--- src/rtl/imem_loader_pkg.sv ---
// ============================================================================
// Module   : imem_loader_pkg
// Brief    : Shared state, error-code and frame constants for the imem loader.
// Revision : 1.0 - initial release
// ============================================================================
`default_nettype none

package imem_loader_pkg;

  typedef enum logic [2:0] {
    LEN_HI = 3'd0,
    LEN_LO = 3'd1,
    DATA   = 3'd2,
    CHECK  = 3'd3,
    DONE   = 3'd4,
    ERR    = 3'd5
  } loader_state_t;

  localparam logic [1:0] ERR_NONE = 2'd0;
  localparam logic [1:0] ERR_LEN  = 2'd1;
  localparam logic [1:0] ERR_SUM  = 2'd2;

  localparam int c_HDR_BYTES = 2;

  // The loader takes stream bytes in every state that still expects frame data.
  function automatic logic isReadyState(input loader_state_t s);
    return (s == LEN_HI) || (s == LEN_LO) || (s == DATA) || (s == CHECK);
  endfunction

endpackage

`default_nettype wire

--- src/rtl/imem_loader_byte_packer.sv ---
// ============================================================================
// Module   : byte_packer
// Brief    : Big-endian byte-to-word shift register with a one-cycle word flag.
// Revision : 1.0 - initial release
// ============================================================================
`default_nettype none

module byte_packer (
  input  logic        clk,
  input  logic        rst,
  input  logic        clear,
  input  logic        byteValid,
  input  logic [7:0]  byteData,
  output logic [1:0]  byteIdx,
  output logic        wordValid,
  output logic [31:0] word
);

  logic [31:0] r_shift;
  logic [1:0]  r_idx;
  logic        r_wordValid;

  // The word stays in the shift register during the flag cycle; a byte
  // accepted in that cycle only shifts in at the closing edge.
  always_ff @(posedge clk or negedge rst) begin
    if (!rst) begin
      r_shift     <= 32'd0;
      r_idx       <= 2'd0;
      r_wordValid <= 1'b0;
    end else if (clear) begin
      r_shift     <= 32'd0;
      r_idx       <= 2'd0;
      r_wordValid <= 1'b0;
    end else begin
      r_wordValid <= byteValid && (r_idx == 2'd3);
      if (byteValid) begin
        r_shift <= {r_shift[23:0], byteData};
        r_idx   <= r_idx + 2'd1;
      end
    end
  end

  assign byteIdx   = r_idx;
  assign wordValid = r_wordValid;
  assign word      = r_shift;

endmodule

`default_nettype wire

--- src/rtl/imem_loader.sv ---
// ============================================================================
// Module   : imem_loader
// Brief    : Boot-time instruction-memory writer for length-prefixed frames.
// Revision : 1.0 - initial release
// ============================================================================
`default_nettype none

module imem_loader
  import imem_loader_pkg::*;
#(
  parameter int ADDR_WIDTH = 8
) (
  input  logic                  clk,
  input  logic                  rst,
  input  logic                  start,
  input  logic                  inValid,
  input  logic [7:0]            inData,
  output logic                  inReady,
  output logic                  imWriteEnable,
  output logic [ADDR_WIDTH-1:0] imAddress,
  output logic [31:0]           imWriteData,
  output logic                  holdCPU,
  output logic                  done,
  output logic                  error,
  output logic [1:0]            errCode,
  output logic [ADDR_WIDTH:0]   wordsWritten
);

  localparam logic [16:0] c_CAPACITY = 17'd1 << ADDR_WIDTH;

  loader_state_t r_state;
  loader_state_t w_nextState;

  logic                r_lenHiValid;
  logic [7:0]          r_lenHi;
  logic [15:0]         r_len;
  logic [15:0]         r_wordsIn;
  logic [7:0]          r_sum;
  logic [1:0]          r_errCode;
  logic [ADDR_WIDTH:0] r_wordsWritten;

  logic        w_xfer;
  logic        w_restart;
  logic        w_setErrLen;
  logic        w_setErrSum;
  logic        w_packByte;
  logic        w_wordValid;
  logic [1:0]  w_byteIdx;
  logic [31:0] w_word;
  logic [15:0] w_lenFull;
  logic        w_lenOverflow;
  logic        w_lastWord;

  assign inReady       = rst & isReadyState(r_state);
  assign w_xfer        = inValid & inReady;
  assign w_lenFull     = {r_lenHi, inData};
  assign w_lenOverflow = {1'b0, w_lenFull} > c_CAPACITY;
  assign w_lastWord    = (r_wordsIn + 16'd1) == r_len;
  assign w_packByte    = w_xfer && (r_state == DATA);

  byte_packer u_packer (
    .clk       (clk),
    .rst       (rst),
    .clear     (w_restart),
    .byteValid (w_packByte),
    .byteData  (inData),
    .byteIdx   (w_byteIdx),
    .wordValid (w_wordValid),
    .word      (w_word)
  );

  always_ff @(posedge clk or negedge rst) begin
    if (!rst) begin
      r_state <= LEN_HI;
    end else begin
      r_state <= w_nextState;
    end
  end

  always_comb begin
    w_nextState = r_state;
    w_restart   = 1'b0;
    w_setErrLen = 1'b0;
    w_setErrSum = 1'b0;
    case (r_state)
      LEN_HI: begin
        if (w_xfer) w_nextState = LEN_LO;
      end
      LEN_LO: begin
        if (w_xfer) begin
          if (w_lenOverflow) begin
            w_nextState = ERR;
            w_setErrLen = 1'b1;
          end else if (w_lenFull == 16'd0) begin
            w_nextState = CHECK;
          end else begin
            w_nextState = DATA;
          end
        end
      end
      DATA: begin
        if (w_xfer && (w_byteIdx == 2'd3) && w_lastWord) w_nextState = CHECK;
      end
      CHECK: begin
        if (w_xfer) begin
          if (inData == r_sum) begin
            w_nextState = DONE;
          end else begin
            w_nextState = ERR;
            w_setErrSum = 1'b1;
          end
        end
      end
      DONE, ERR: begin
        if (start) begin
          w_nextState = LEN_HI;
          w_restart   = 1'b1;
        end
      end
      default: w_nextState = LEN_HI;
    endcase
  end

  // r_wordsIn counts packed words as they complete, ahead of the write strobe,
  // so the final word can move the FSM on without waiting for its write.
  always_ff @(posedge clk or negedge rst) begin
    if (!rst) begin
      r_lenHiValid   <= 1'b0;
      r_lenHi        <= 8'd0;
      r_len          <= 16'd0;
      r_wordsIn      <= 16'd0;
      r_sum          <= 8'd0;
      r_errCode      <= ERR_NONE;
      r_wordsWritten <= '0;
    end else if (w_restart) begin
      r_lenHiValid   <= 1'b0;
      r_lenHi        <= 8'd0;
      r_len          <= 16'd0;
      r_wordsIn      <= 16'd0;
      r_sum          <= 8'd0;
      r_errCode      <= ERR_NONE;
      r_wordsWritten <= '0;
    end else begin
      if (w_xfer && (r_state == LEN_HI)) begin
        r_lenHi      <= inData;
        r_lenHiValid <= 1'b1;
      end
      if (w_xfer && (r_state == LEN_LO)) begin
        r_len <= w_lenFull;
      end
      if (w_packByte) begin
        r_sum <= r_sum ^ inData;
        if (w_byteIdx == 2'd3) r_wordsIn <= r_wordsIn + 16'd1;
      end
      if (w_wordValid) begin
        r_wordsWritten <= r_wordsWritten + (ADDR_WIDTH+1)'(1);
      end
      if (w_setErrLen) begin
        r_errCode <= ERR_LEN;
      end else if (w_setErrSum) begin
        r_errCode <= ERR_SUM;
      end
    end
  end

  assign imWriteEnable = w_wordValid;
  assign imAddress     = r_wordsWritten[ADDR_WIDTH-1:0];
  assign imWriteData   = w_word;
  assign wordsWritten  = r_wordsWritten;
  assign errCode       = r_errCode;
  assign done          = (r_state == DONE);
  assign error         = (r_state == ERR);
  assign holdCPU       = (r_state != DONE);

endmodule

`default_nettype wire

--- config.mk ---
export PLATFORM = sky130hd
export DESIGN_NAME = imem_loader
export DESIGN_NICKNAME = d
export VERILOG_FILES = /design/src/rtl/imem_loader_pkg.sv /design/src/rtl/imem_loader_byte_packer.sv /design/src/rtl/imem_loader.sv
export SDC_FILE = /design/constraint.sdc
export NUM_CORES = 1
export LEC_CHECK = 0
export BUFFER_PORTS_ARGS = -buffer_cell sky130_fd_sc_hd__buf_4
export CAP_MARGIN = 20
export CELL_PAD_IN_SITES_DETAIL_PLACEMENT = 1
export CELL_PAD_IN_SITES_GLOBAL_PLACEMENT = 2
export CORE_AREA = 2 2 135 137
export CTS_BUF_LIST = sky130_fd_sc_hd__clkbuf_4
export DETAILED_ROUTE_END_ITERATION = 8
export DIE_AREA = 0 0 137 139
export PLACE_DENSITY_LB_ADDON = 0.05
export SETUP_SLACK_MARGIN = 0.05
export SLEW_MARGIN = 20
export SYNTH_ARGS = -nofsm -noshare
export SYNTH_HDL_FRONTEND = slang
export SYNTH_SLANG_ARGS = --single-unit
--- constraint.sdc ---
create_clock -name clk -period 2.4 [get_ports clk]
set_clock_uncertainty 0.1 [all_clocks]
set_input_delay 0.48 -clock clk [delete_from_list [all_inputs] [get_ports clk]]
set_output_delay 0.48 -clock clk [all_outputs]
set_load 0.005 [all_outputs]
# Yosys cells after proc, flatten, opt, wreduce, memory -nomap -nowiden
# Cells that the tools add are included.
[word_totals]
register_bits = 97
inputBits = 12
[classes]
n_mux = 36
order_cmp = 1
eq_ne = 14
reduce_logical = 20
add_sub_neg = 3
bitwise = 3
[op_table]
columns = ["op", "count"]
rows = [
  ["$mux W16", 5],
  ["$mux W32", 2],
  ["$mux W8", 4],
  ["$mux W3", 6],
  ["$mux W9", 2],
  ["$add A16 B1 Y16 const B", 1],
  ["$eq A16 B16 Y1", 1],
  ["$gt A16 B9 Y1 const B", 1],
  ["$logic_not A16 Y1", 1],
  ["$pmux W3 S5", 1],
  ["$mux W1", 11],
  ["$mux W2", 5],
  ["$reduce_bool A2 Y1", 5],
  ["$add A9 B1 Y9 const B", 1],
  ["$eq A8 B8 Y1", 1],
  ["$ne A2 B2 Y1 const B", 4],
  ["$xor A8 B8 Y8", 1],
  ["$eq A3 B2 Y1 const B", 2],
  ["$eq A3 B3 Y1 const B", 2],
  ["$logic_and A1 B1 Y1", 6],
  ["$reduce_and A5 Y1", 1],
  ["$eq A3 B1 Y1 const B", 1],
  ["$logic_not A3 Y1", 1],
  ["$logic_or A1 B1 Y1", 3],
  ["other kinds (8)", 9],
]

# Depth between registers and ports, before layout
# Gate-level depths: netlist (run 1).
[depth]
depth_word = 11
ltp_mapped = 8

# By module
# From an unflattened synthesis (run 1), not the netlist that was laid out.
[hier_totals]
cells_unflattened = 515
area_unflattened_um2 = 4967.3
[by_module_without_submodules]
columns = ["mod", "seq_area_each_um2", "area_each_um2", "n_inst", "cells_per_inst"]
rows = [
  ["imem_loader", 1551.5, 3510.9, 1, 401],
  ["byte_packer", 875.8, 1456.4, 1, 114],
]

# Worst setup path after synthesis (run 1)
# Ideal clock, no wire load.
[synth_timing]
path_type = "reg-to-reg"
start = "register r_wordsIn[0]"
end = "register r_state[0]"
required_time_ns = 2.213
t_arrival_ns = 2.076
path_stages_with_launch = 8
path_buffers = 0
path_slack_ns = 0.137
setup_time_ns = 0.087
path_cell_list = "dfrtp_1 -> ha_1 -> nand3_1 -> or3_4 -> a211oi_2 -> nand4_1 -> a2111o_1 -> a211oi_2"
[synth_between]
elab_chain_len = 5
[synth_lines]
columns = ["item", "line", "text"]
rows = [
  ["start: declaration", "imem_loader.sv:37", "logic [15:0] r_wordsIn;"],
  ["start signal: assignment", "imem_loader.sv:153", "if (w_byteIdx == 2'd3) r_wordsIn <= r_wordsIn + 16'd1;"],
  ["$add A16 B1 Y16", "imem_loader.sv:58", "assign w_lastWord = (r_wordsIn + 16'd1) == r_len;"],
  ["$eq A16 B16 Y1", "imem_loader.sv:58", ""],
  ["$logic_and A1 B1 Y1", "imem_loader.sv:102", "if (w_xfer && (w_byteIdx == 2'd3) && w_lastWord) w_nextState = CHECK;"],
  ["$ne A2 B1 Y1 (no source line)", "n/a", ""],
  ["$reduce_and A5 Y1 (no source line)", "n/a", ""],
  ["end signal: assignment", "imem_loader.sv:76", "r_state <= w_nextState;"],
  ["end: declaration", "imem_loader.sv:31", "loader_state_t r_state;"],
]
# Every way passes these cells.
# A chain may end at the register's enable or synchronous reset.

# Final worst setup path (run 1)
[layout_timing]
start = "register r_wordsIn[1]"
end = "register r_state[0]"
# Same word-level chain as after synthesis.

==> results of run 1 <==
worst reg2reg max path: cells and delay by family, from the launching register on:
family	cells	cell delay, ns
AOI/OAI and AO/OA	3	0.71
and+or+nand+nor	3	0.64
DFF	1	0.43
adders and majority gates	1	0.18
buffers and inverters	1	0.14
area by class of cell:
class / count / area (sq um)
clock buffer: 10 / 75.1
fill: 2099 / 11800
antenna: 1 / 2.50
inverter: 5 / 18.8
tap: 229 / 287
clock inverter: 6 / 41.3
sequential: 97 / 2430
timing repair buffer: 95 / 741
multi-input combinational: 395 / 2260
cell usage after synthesis, types with 2 or more instances:
| cell type | n | area share [%] |
|---|---|---|
| a211oi_2 | 2 | 0.52 |
| a21o_1 | 2 | 0.31 |
| a21oi_1 | 61 | 6.3 |
| a31oi_1 | 4 | 0.52 |
| and2_1 | 7 | 0.90 |
| and3_1 | 5 | 0.64 |
| and4_1 | 2 | 0.36 |
| buf_1 | 2 | 0.15 |
| buf_2 | 2 | 0.21 |
| buf_4 | 10 | 1.5 |
| buf_6 | 2 | 0.46 |
| clkbuf_1 | 19 | 1.5 |
| clkbuf_8 | 2 | 0.57 |
| dfrtp_1 | 97 | 50 |
| ha_1 | 3 | 0.77 |
| inv_1 | 5 | 0.39 |
| mux2i_1 | 10 | 2.1 |
| nand2_1 | 127 | 9.8 |
| nand2b_1 | 4 | 0.52 |
| nand3_1 | 9 | 0.93 |
| nand4_1 | 11 | 1.4 |
| nand4b_1 | 2 | 0.36 |
| nor2_1 | 38 | 2.9 |
| nor2b_1 | 2 | 0.26 |
| nor3_1 | 5 | 0.52 |
| nor4_1 | 7 | 0.90 |
| o21a_1 | 2 | 0.31 |
| o21ai_0 | 23 | 2.4 |
| o31ai_1 | 6 | 0.93 |
| or3_2 | 2 | 0.31 |
| xnor2_1 | 11 | 2.0 |
| xor2_1 | 33 | 6.0 |
what timing repair did:
action / in CTS / in global routing
pin swaps: 0 / 5
gates resized for setup: 2 / 13
endpoints found under the setup margin: 1 / 1
hold buffers: 1 / 0
setup buffers: 0 / 0
endpoints found under the hold margin: 19 / 0
flip-flops by register name, indices dropped and copies added (netlist names):
register,cells
wordsWritten,9
r_len,16
r_sum,8
u_packer.word,32
r_state,3
u_packer.wordValid,1
errCode,2
u_packer.byteIdx,2
r_wordsIn,16
r_lenHi,8
where the power goes:
group          switching (mW)  internal (mW)
registers               0.320           1.93
clock network           0.624          0.230
logic                   0.757          0.606
per-layer routing:
layer,global-route usage [%],routed length [microns],up-vias
li1,-,-,1940
met1,23.7,7430,1951
met2,22.6,6380,45
met3,3.03,439,10
met4,4.40,133,0
met5,0,0,-
cells by family after synthesis:
group	share of synthesized area, %
AOI/OAI and AO/OA	12.8
xor gates and xnor gates	7.95
adders and majority gates	0.774
buffers and inverters	4.80
DFF	50.1
muxes	2.06
and+or+nand+nor	21.6
stage by stage:
step	hold slack [ns]	area [sq um]
detailed placement	0.208	5660
floorplan	0.0844	4850
CTS	0.0577	5800
global placement	0.209	5660
finish	0.109	5860
global route	0.0904	5860
path summary, 6_finish.rpt:
check / slack (ns) / end / startpoint
setup / recovery: 0.13 / r_state[0] / r_wordsIn[1]
hold / removal: 0.11 / r_state[2] / start
setup reg to reg: 0.13 / r_state[0] / r_wordsIn[1]
hold reg to reg: 0.42 / r_wordsIn[15] / r_wordsIn[15]
max in group asynchronous: 0.59 / r_wordsIn[8] / rst
min in group asynchronous: 0.24 / r_len[1] / rst
==> summary.md, run 1 <==
| Metric | Value |
|---|---|
| Worst skew pair latency | ~0.47 ns |
| Setup WS pre-CTS | 0.0592 ns |
| CP bufs+invs | 1 |
| HP Class | in -> reg |
| Status | completed |
| Row cnt | just under 50 |
| Routed WL | roughly 14 mm |
| Max Slew Vio Count | 0 |
| Die area | roughly 19000 sq um |
| Synth Cell Area | between 4000 and 5000 sq um |
| I/O Pins | between 60 and 70 |
| Setup tns final | 0 ns |
| Synth-to-layout area growth | 20.8% |
| Initial Util | a little over a quarter |
| Antenna violations before repair | 1 |
| Root buf cell | clkbuf_4 |
| Tightest Pin Transition | between 0.6 and 0.7 ns |
| Relative slew slack | 59.3% |
| DR iter-0 viols | 159 |
| Dominant synthesized flop cell | dfrtp_1 |
| Worst Path Required | ~2.7 ns |
| Hold path depth | 2 |
| Syn Nets | around 550 |
| CP top delay family | compound AO/OA/AOI/OAI gates |
| Clock transition at the registers of the reported paths | ~0.17 ns |
| CP max FO | 5 |
| CTS buffer count | 9 |
| Routability cong. | just under 0.8 |
| Largest net degree at the start of global routing | 78 |
| Final hold vios | 0 |
| Minimum clock period after layout | 2.27 ns |
| Dpl cells | between 800 and 900 |
| Number of global-route vias before repair | 4072 |
| Static Leakage | 2.71 nW |
| Critical path arrival | 2.56 ns |
| Fraction of layout cells with a size suffix above 1 | between 20% and 30% |
| Syn Inst Count | 534 |
| EDFF count, synth | 0 |
| Antenna viol nets, final | 0 |
| Routed vias | just under 4k |
| Routed wire per std cell | 17.2 microns |
| Avg Inst Size Synth | just over 9 sq um |
| Final worst slack | roughly 0.13 ns |
| TritonCTS sink count | 97 |
| Final #Nets | between 600 and 700 |
| Startpoint Class | flip-flop |
| Die H | approximately 140 microns |
| Crit-path max cell delay | roughly 0.45 ns |
| Global-route wire length before repair | around 23 mm |
| RSZ-0062 raised after global routing | no |
| Die Width | 137 microns |
| Total power | approximately 4.5 mW |
| Crit path depth | 8 |
| FF+latch count, synth | slightly below 100 |
| DP HPWL | about 10 mm |
| Sequential cell area fraction in the yosys report | 50.1% |
| Drt first pass iters | 4 |
| Ys async rst share | 100% |
| GRT Residual Overflow | 0 |
| Commonest non-fill, non-tap cells in the layout | nand2_1 (127), dfrtp_1 (92), buf_4 (92) |
| Crit Path Category | reg -> reg |
| Via/cell ratio | between 4 and 5 |
| Residual DRC | 0 |
| Max Root-Sink Buffers | 2 |
| Fmax | 0.441 GHz |
| I/O Buffers | between 60 and 70 |
| Final std cells w/o fill | approximately 840 |
| Pwr Density | between 700 and 800 nW/um^2 |
| CP endpoint kind | flip-flop |
| Period utilization | between 90% and 100% |
| Leading cell type in the layout, fill and taps excluded | nand2_1 |
| Max IR drop VDD | between 0.2 and 0.3 mV |
| CP max stage cell | or3b_2 |
| All-Layer GR Usage | between 10% and 20% |
| Core Region | around 18000 sq um |
| Final Util | between 30% and 40% |
| Max-cap viol count | 0 |
| Distinct cells, synth | between 40 and 50 |
| Final Setup Violations | 0 |
| Worst R2R Path Depth | 8 |
| Crit-path cells | ha_4 -> buf_4 -> nand2b_4 -> or3b_2 -> o31ai_2 -> nand4_1 -> a2111o_1 -> a211oi_2 |
| CTS tree | built |
| YS warnings | 0 |
| H-tree levels | 3 |
Note: power is estimated with default switching activity, not from simulation.
==> run 2, diff against run 1 <==
- CORE_AREA: 2 2 135 137 -> 2 2 137 139
- DIE_AREA: 0 0 137 139 -> 0 0 139 141
- SYNTH_HIERARCHICAL: unset -> 1
==> run 2 against run 1 <==
Compared with the run above: clock power rose by 2%; synthesized cell count down 3.6%; cell count decreased by 1.7%; sequential cell count is the same; final area grew 1.4%; register-to-register slack barely moved; utilization shrank 0.66 points; sequential share of layout area shrank 0.59 points; hold slack worse by 0.012 ns; first-iteration DRC count is 10% higher.
==> summary.md, run 2 <==
| Metric | Value |
|---|---|
| Dominant synthesized flop cell | dfrtp_1 |
| Combinational fraction of design power | 28.8% (-1.7 points) |
| Row cnt | 50 (+2.0%) |
| P_sw | 1.64 mW (-3.4%) |
| I/O Buffers | 67 (unchanged) |
| Number of global-route vias before repair | 4137 (+1.6%) |
| Crit-path cells | nand3_1 -> or4_4 -> nor3b_2 -> o31ai_1 -> a2111o_1 -> a31oi_1 |
| Commonest non-fill, non-tap cells in the layout | dfrtp_1 (93), buf_4 (91), nand2_1 (74), nor2_1 (74), mux2i_1 (44) |
| Flop pwr share | 51.2% (+0.9 points) |
| Die H | 141 microns (+1.4%) |
| Die Width | 139 microns (+1.5%) |
| TritonCTS sink count | 97 (unchanged) |
| Relative slew slack | 55.5% (-3.8 points) |
| Tightest Pin Transition | 0.668 ns (+0.0569 ns) |
| Max Slew Vio Count | 0 (unchanged) |
| Worst skew pair latency | 0.47 ns (about the same) |
| CP endpoint kind | flip-flop |
| Final Setup Violations | 0 (unchanged) |
| Setup WS pre-CTS | 0.0341 ns (-0.0250 ns) |
| FF+latch count, synth | 97 (unchanged) |
| Fraction of layout cells with a size suffix above 1 | 21.9% (+0.19 points) |
| Internal Pwr Total | 2.70 mW (-2.4%) |
| Largest net degree at the start of global routing | 79 (+1.3%) |
| Routed vias | 3903 (-1.1%) |
| Crit Path Category | reg -> reg |
| Routed WL | 14.3 mm (-0.29%) |
| Area leader, netlist | dfrtp_1 |
| Max-cap viol count | 0 (unchanged) |
| All-Layer GR Usage | 15.0% (-0.67 points) |
| Max IR drop VDD | 0.234 mV (-22%) |
| RSZ-0062 raised after global routing | yes |
| Antenna viol nets, final | 0 (unchanged) |
| DP HPWL | 9.82 mm (-2.2%) |
| Synth-to-layout area growth | 19.5% |
| Ys async rst share | 100% (unchanged) |
| Period utilization | 93.9% (-0.61 points) |
| Core Region | 18300 sq um (+3.5%) |
| HP Class | in -> reg |
| Global-route wire length before repair | 23.4 mm (+1.5%) |
| GRT Residual Overflow | 0 (unchanged) |
| Antenna violations before repair | 1 (unchanged) |
| Leading cell type in the layout, fill and taps excluded | dfrtp_1 |
| CTS tree | built |
| Static Leakage | 2.70 nW (-0.48%) |
| Status | completed |
| Worst Path Required | 2.71 ns (+0.02 ns) |
| Routed wire per std cell | 17.4 microns (+1.4%) |
| Sequential cell area fraction in the yosys report | 48.9% (-1.2 points) |
| Switching Fraction | 37.9% (-0.24 points) |
| I/O Pins | 68 (unchanged) |
| Initial Util | 27.2% (-0.27 points) |
| Max FFs per register | 32 (unchanged) |
| Synth area leaders | dfrtp_1 (49%), mux2i_1 (8.9%), nand2_1 (5.6%) |
| CP max FO | 6 (+1) |
| H-tree levels | 3 (unchanged) |
| DR iter-0 viols | 175 (+10%) |
| Synth top area share | 48.9% (-1.2 points) |
| Clock transition at the registers of the reported paths | 0.18 ns (about the same) |
| Final #Nets | 599 (-3.1%) |
| Setup tns final | 0 ns (unchanged) |
| Top-count cell post-synth | dfrtp_1 |
| Clock power frac | 20.0% (+0.9 points) |
| Min Hold Slack | 0.0977 ns (-0.0117 ns) |
| Final std cells w/o fill | 824 (-1.7%) |
| Dpl cells | 803 (-2.1%) |
| Final hold vios | 0 (unchanged) |
| CP max stage cell | or4_4 |
| Fmax | 0.444 GHz (+0.65%) |
| Residual DRC | 0 (unchanged) |
| Critical path arrival | 2.56 ns (about the same) |
| Pwr Density | 731 nW/um^2 (-4.1%) |
| YS warnings | 6 (+6) |
| Final worst slack | 0.147 ns (+0.0147 ns) |
| Minimum clock period after layout | 2.25 ns (-0.0147 ns) |
| Syn Inst Count | 515 (-3.6%) |
| EDFF count, synth | 0 (unchanged) |
| Max Root-Sink Buffers | 2 (unchanged) |
| Syn Nets | 530 (-3.5%) |
| Die area | 19600 sq um (+2.9%) |
| Synth cell count leaders | dfrtp_1 (97), nand2_1 (74), nor2_1 (74) |
| Distinct cells, synth | 52 (+6.1%) |
| Crit-path max cell delay | 0.53 ns (+0.08 ns) |
| Avg Inst Size Synth | 9.65 sq um (+6.2%) |
| Root buf cell | clkbuf_4 |
| Startpoint Class | flip-flop |
| Via/cell ratio | 4.74 (+0.59%) |
| Routability cong. | 0.807 (+3.8%) |
| Synth Cell Area | 4970 sq um (+2.4%) |
| CTS buffer count | 9 (unchanged) |
| Drt first pass iters | 4 (unchanged) |
[run 2: layout make-up]
class / instances / area (sq um)
antenna: 1 / 2.50
fill: 2125 / 12300
tap: 234 / 293
multi-input combinational: 377 / 2330
inverter: 4 / 15.0
sequential: 97 / 2430
clock buffer: 9 / 67.6
timing repair buffer: 95 / 744
clock inverter: 7 / 52.6
[run 2: routing by layer]
layer | GRT usage (%) | vias to the layer above | share of wire [%]
met5 | 0 | - | 0
met4 | 5.21 | 0 | 1.8
met3 | 2.24 | 16 | 2.5
met2 | 25.3 | 48 | 49
met1 | 19.7 | 1951 | 46
li1 | - | 1888 | -
[run 2: kinds of logic (layout without fill, tap and decap cells)]
logic type,after synthesis,count (layout),share of synthesized area [%]
AO/OA/AOI/OAI,66,66,8.06
multiplexers,44,44,8.87
flip-flops,97,97,48.9
buffers and inverters,41,115,5.04
AND/OR/NAND/NOR,219,219,20.5
XOR/XNOR,45,45,7.93
other,0,1,0
adder cells (fa/ha/maj),3,3,0.756
[run 2: power by group through the flow]
stage | combinational, mW | clock, mW | sequential [mW]
3_5_place_dp | 1.27 | 0 | 2.26
4_1_cts | 1.28 | 0.908 | 2.23
5_1_grt | 1.43 | 0.972 | 2.28
6_report | 1.25 | 0.868 | 2.22
2_1_floorplan | 0.853 | 0 | 2.14
3_3_place_gp | 1.25 | 0 | 2.25
[run 2: worst max-delay path: cells and delay by family, from the launching register on]
kind / cells / cell delay, ns
AOI/OAI and AO/OA: 3 / 0.69
DFF: 1 / 0.51
and+or+nand+nor: 3 / 0.89
[run 2: stage by stage]
step / total power [mW] / instance area (sq um) / utilization (%)
detailed placement: 3.54 / 5740 / 31.4
finish: 4.34 / 5940 / 32.5
global route: 4.69 / 5940 / 32.5
CTS: 4.42 / 5870 / 32.2
floorplan: 3.00 / 4970 / -
global placement: 3.51 / 5740 / 31.4
[run 2: final timing paths]
path | slack, ns | to | cells after the start | startpoint
min in group asynchronous | 0.41 | errCode[0] | 3 | rst
setup reg to reg | 0.15 | r_state[0] | 6 | r_wordsIn[11]
hold / removal | 0.1 | r_state[2] | 2 | start
hold reg to reg | 0.43 | r_wordsIn[15] | 1 | r_wordsIn[15]
max in group asynchronous | 0.69 | wordsWritten[6] | 4 | rst
setup / recovery | 0.15 | r_state[0] | 6 | r_wordsIn[11]
[run 2: timing repair]
| action | in CTS | in global routing |
|---|---|---|
| hold buffers | 1 | 0 |
| setup buffers | 0 | 3 |
| resized for setup | 1 | 11 |
| pin swaps | 0 | 2 |
| setup endpoints to repair | 1 | 1 |
| endpoints found under the hold margin | 17 | 0 |
==> run 3, diff against run 2 <==
- PLACE_DENSITY_LB_ADDON: 0.05 -> 0.25
==> run 3 against run 2 <==
Compared with the run above: highest routed layer unchanged; sequential cell count stayed put; critical endpoint unchanged; combinational power hardly changed; largest cell class unchanged; utilization is 0.31 points higher.
==> summary.md, run 3 (same netlist as run 2, synthesis figures left out) <==
| Metric | Value |
|---|---|
| Crit Path Category | reg -> reg |
| Leading cell type in the layout, fill and taps excluded | dfrtp_1 |
| Switching Fraction | 36.5% (-1.4 points) |
| Max-cap viol count | 0 (unchanged) |
| Routability cong. | 0.830 (+2.8%) |
| CP max stage cell | or4_4 |
| Tightest Pin Transition | 0.684 ns (+0.0161 ns) |
| Routed WL | 13.6 mm (-5.4%) |
| CP top delay family | simple AND/OR/NAND/NOR gates |
| Antenna violations before repair | 1 (unchanged) |
| DR iter-0 viols | 141 (-19%) |
| H-tree levels | 3 (unchanged) |
| Worst Path Required | 2.71 ns (about the same) |
| Max Root-Sink Buffers | 2 (unchanged) |
| RSZ-0062 raised after global routing | no |
| Clock transition at the registers of the reported paths | 0.17 ns (about the same) |
| Routed vias | 3895 (-0.20%) |
| All-Layer GR Usage | 14.1% (-0.85 points) |
| DP HPWL | 9.36 mm (-4.7%) |
| CTS tree | built |
| Critical path arrival | 2.56 ns (about the same) |
| Final #Nets | 598 (-0.17%) |
| Final Setup Violations | 0 (unchanged) |
| Global-route wire length before repair | 22.3 mm (-4.8%) |
| Fmax | 0.444 GHz (about the same) |
| Minimum clock period after layout | 2.25 ns (+0.0000270 ns) |
| I/O Pins | 68 (unchanged) |
| M1 wire length | 6.41 mm (-3.8%) |
| Combinational fraction of design power | 28.0% (-0.8 points) |
| Number of global-route vias before repair | 4050 (-2.1%) |
| CP max FO | 8 (+2) |
| Min Hold Slack | 0.0238 ns (-0.0739 ns) |
| Antenna viol nets, final | 0 (unchanged) |
| Fraction of layout cells with a size suffix above 1 | 22.8% (+0.89 points) |
| Drt first pass iters | 4 (unchanged) |
| Via/cell ratio | 4.73 (about the same) |
| Crit-path max cell delay | 0.55 ns (+0.02 ns) |
| P_sw | 1.62 mW (-1.7%) |
| TritonCTS sink count | 97 (unchanged) |
| Crit-path cells | nand3_1 -> or4_4 -> mux2i_2 -> o31ai_1 -> a2111o_1 -> a31oi_1 |
| CP endpoint kind | flip-flop |
| CTS buffer count | 9 (unchanged) |
| Residual DRC | 0 (unchanged) |
| Setup tns final | 0 ns (unchanged) |
| Pwr Density | 739 nW/um^2 (+1.1%) |
| Commonest non-fill, non-tap cells in the layout | dfrtp_1 (93), buf_4 (91), nor2_1 (74) |
| Routed wire per std cell | 16.5 microns (-5.3%) |
| Status | completed |
| Static Leakage | 2.73 nW (+1.2%) |
| Die Width | 139 microns (unchanged) |
| Met2 WL | 6.51 mm (-8.0%) |
| Period utilization | 93.9% (about the same) |
| Worst skew pair latency | 0.47 ns (about the same) |
| Met3 wire length | 481 microns (+37%) |
| Highest routed metal layer | met4 |
| Synth-to-layout area growth | 20.7% |
| Initial Util | 27.2% (unchanged) |
| Final hold vios | 0 (unchanged) |
| Max FFs per register | 32 (unchanged) |
| Max IR drop VDD | 0.347 mV (+48%) |
| I/O Buffers | 67 (unchanged) |
| Largest net degree at the start of global routing | 79 (unchanged) |
| Relative slew slack | 54.4% (-1.1 points) |
| Startpoint Class | flip-flop |
| Die H | 141 microns (unchanged) |
| Max Slew Vio Count | 0 (unchanged) |
| Die area | 19600 sq um (unchanged) |
| CP bufs+invs | 0 (unchanged) |
| Row cnt | 50 (unchanged) |
| Flop pwr share | 50.3% (-0.9 points) |
| Core Region | 18300 sq um (unchanged) |
| Root buf cell | clkbuf_4 |
| Clock power frac | 21.7% (+1.7 points) |
| HP Class | in -> async |
| Final Util | 32.8% (+0.31 points) |
| GRT Residual Overflow | 0 (unchanged) |
| Internal Pwr Total | 2.82 mW (+4.4%) |
## run 3: stage by stage
stage                     total power [mW]  worst slack (ns)  area, sq um  instances
after detailed placement              3.52            0.0419         5720        801
final                                 4.43             0.147         5990        823
after CTS                             4.52            0.0637         5880        817
after global routing                  4.76            0.0558         5990        823
after global placement                3.49             0.159         5720        801
after floorplan                       3.00            0.0876         4970        515
## run 3: final timing paths
check	from	end	slack [ns]	cells past startpoint
max reg2reg	r_wordsIn[9]	r_state[0]	0.15	6
min reg2reg	r_wordsIn[15]	r_wordsIn[15]	0.43	1
max in group asynchronous	rst	r_sum[1]	1.03	3
min	rst	r_wordsIn[11]	0.02	2
min in group clk	start	r_state[2]	0.12	2
max	r_wordsIn[9]	r_state[0]	0.15	6
## run 3: routing by layer
layer | vias up | global-route usage (%)
met5 | - | 0
met2 | 66 | 23.8
li1 | 1891 | -
met3 | 13 | 2.89
met4 | 0 | 4.47
met1 | 1925 | 18.4
## run 3: repair_timing
action / CTS / global route
setup endpoints to repair: 1 / 1
gates cloned: 0 / 0
pin swaps: 0 / 6
resized for setup: 1 / 17
hold buffers: 0 / 0
hold endpoints to repair: 0 / 0
buffers inserted: 0 / 5
## run 3: area by class of cell
cell class | count | area, sq um
fill | 2120 | 12300
sequential | 97 | 2430
multi-input combinational | 377 | 2370
timing repair buffer | 94 | 734
tap | 234 | 293
clock buffer | 10 | 75.1
clock inverter | 6 | 73.8
inverter | 4 | 15.0
antenna | 1 | 2.50
## run 3: power groups by stage
stage                     clock, mW  sequential, mW  combinational (mW)
after global routing           1.08            2.28                1.40
after detailed placement          0            2.26                1.26
final                         0.963            2.23                1.24
after floorplan                   0            2.14               0.853
after CTS                      1.02            2.23                1.26
after global placement            0            2.25                1.23
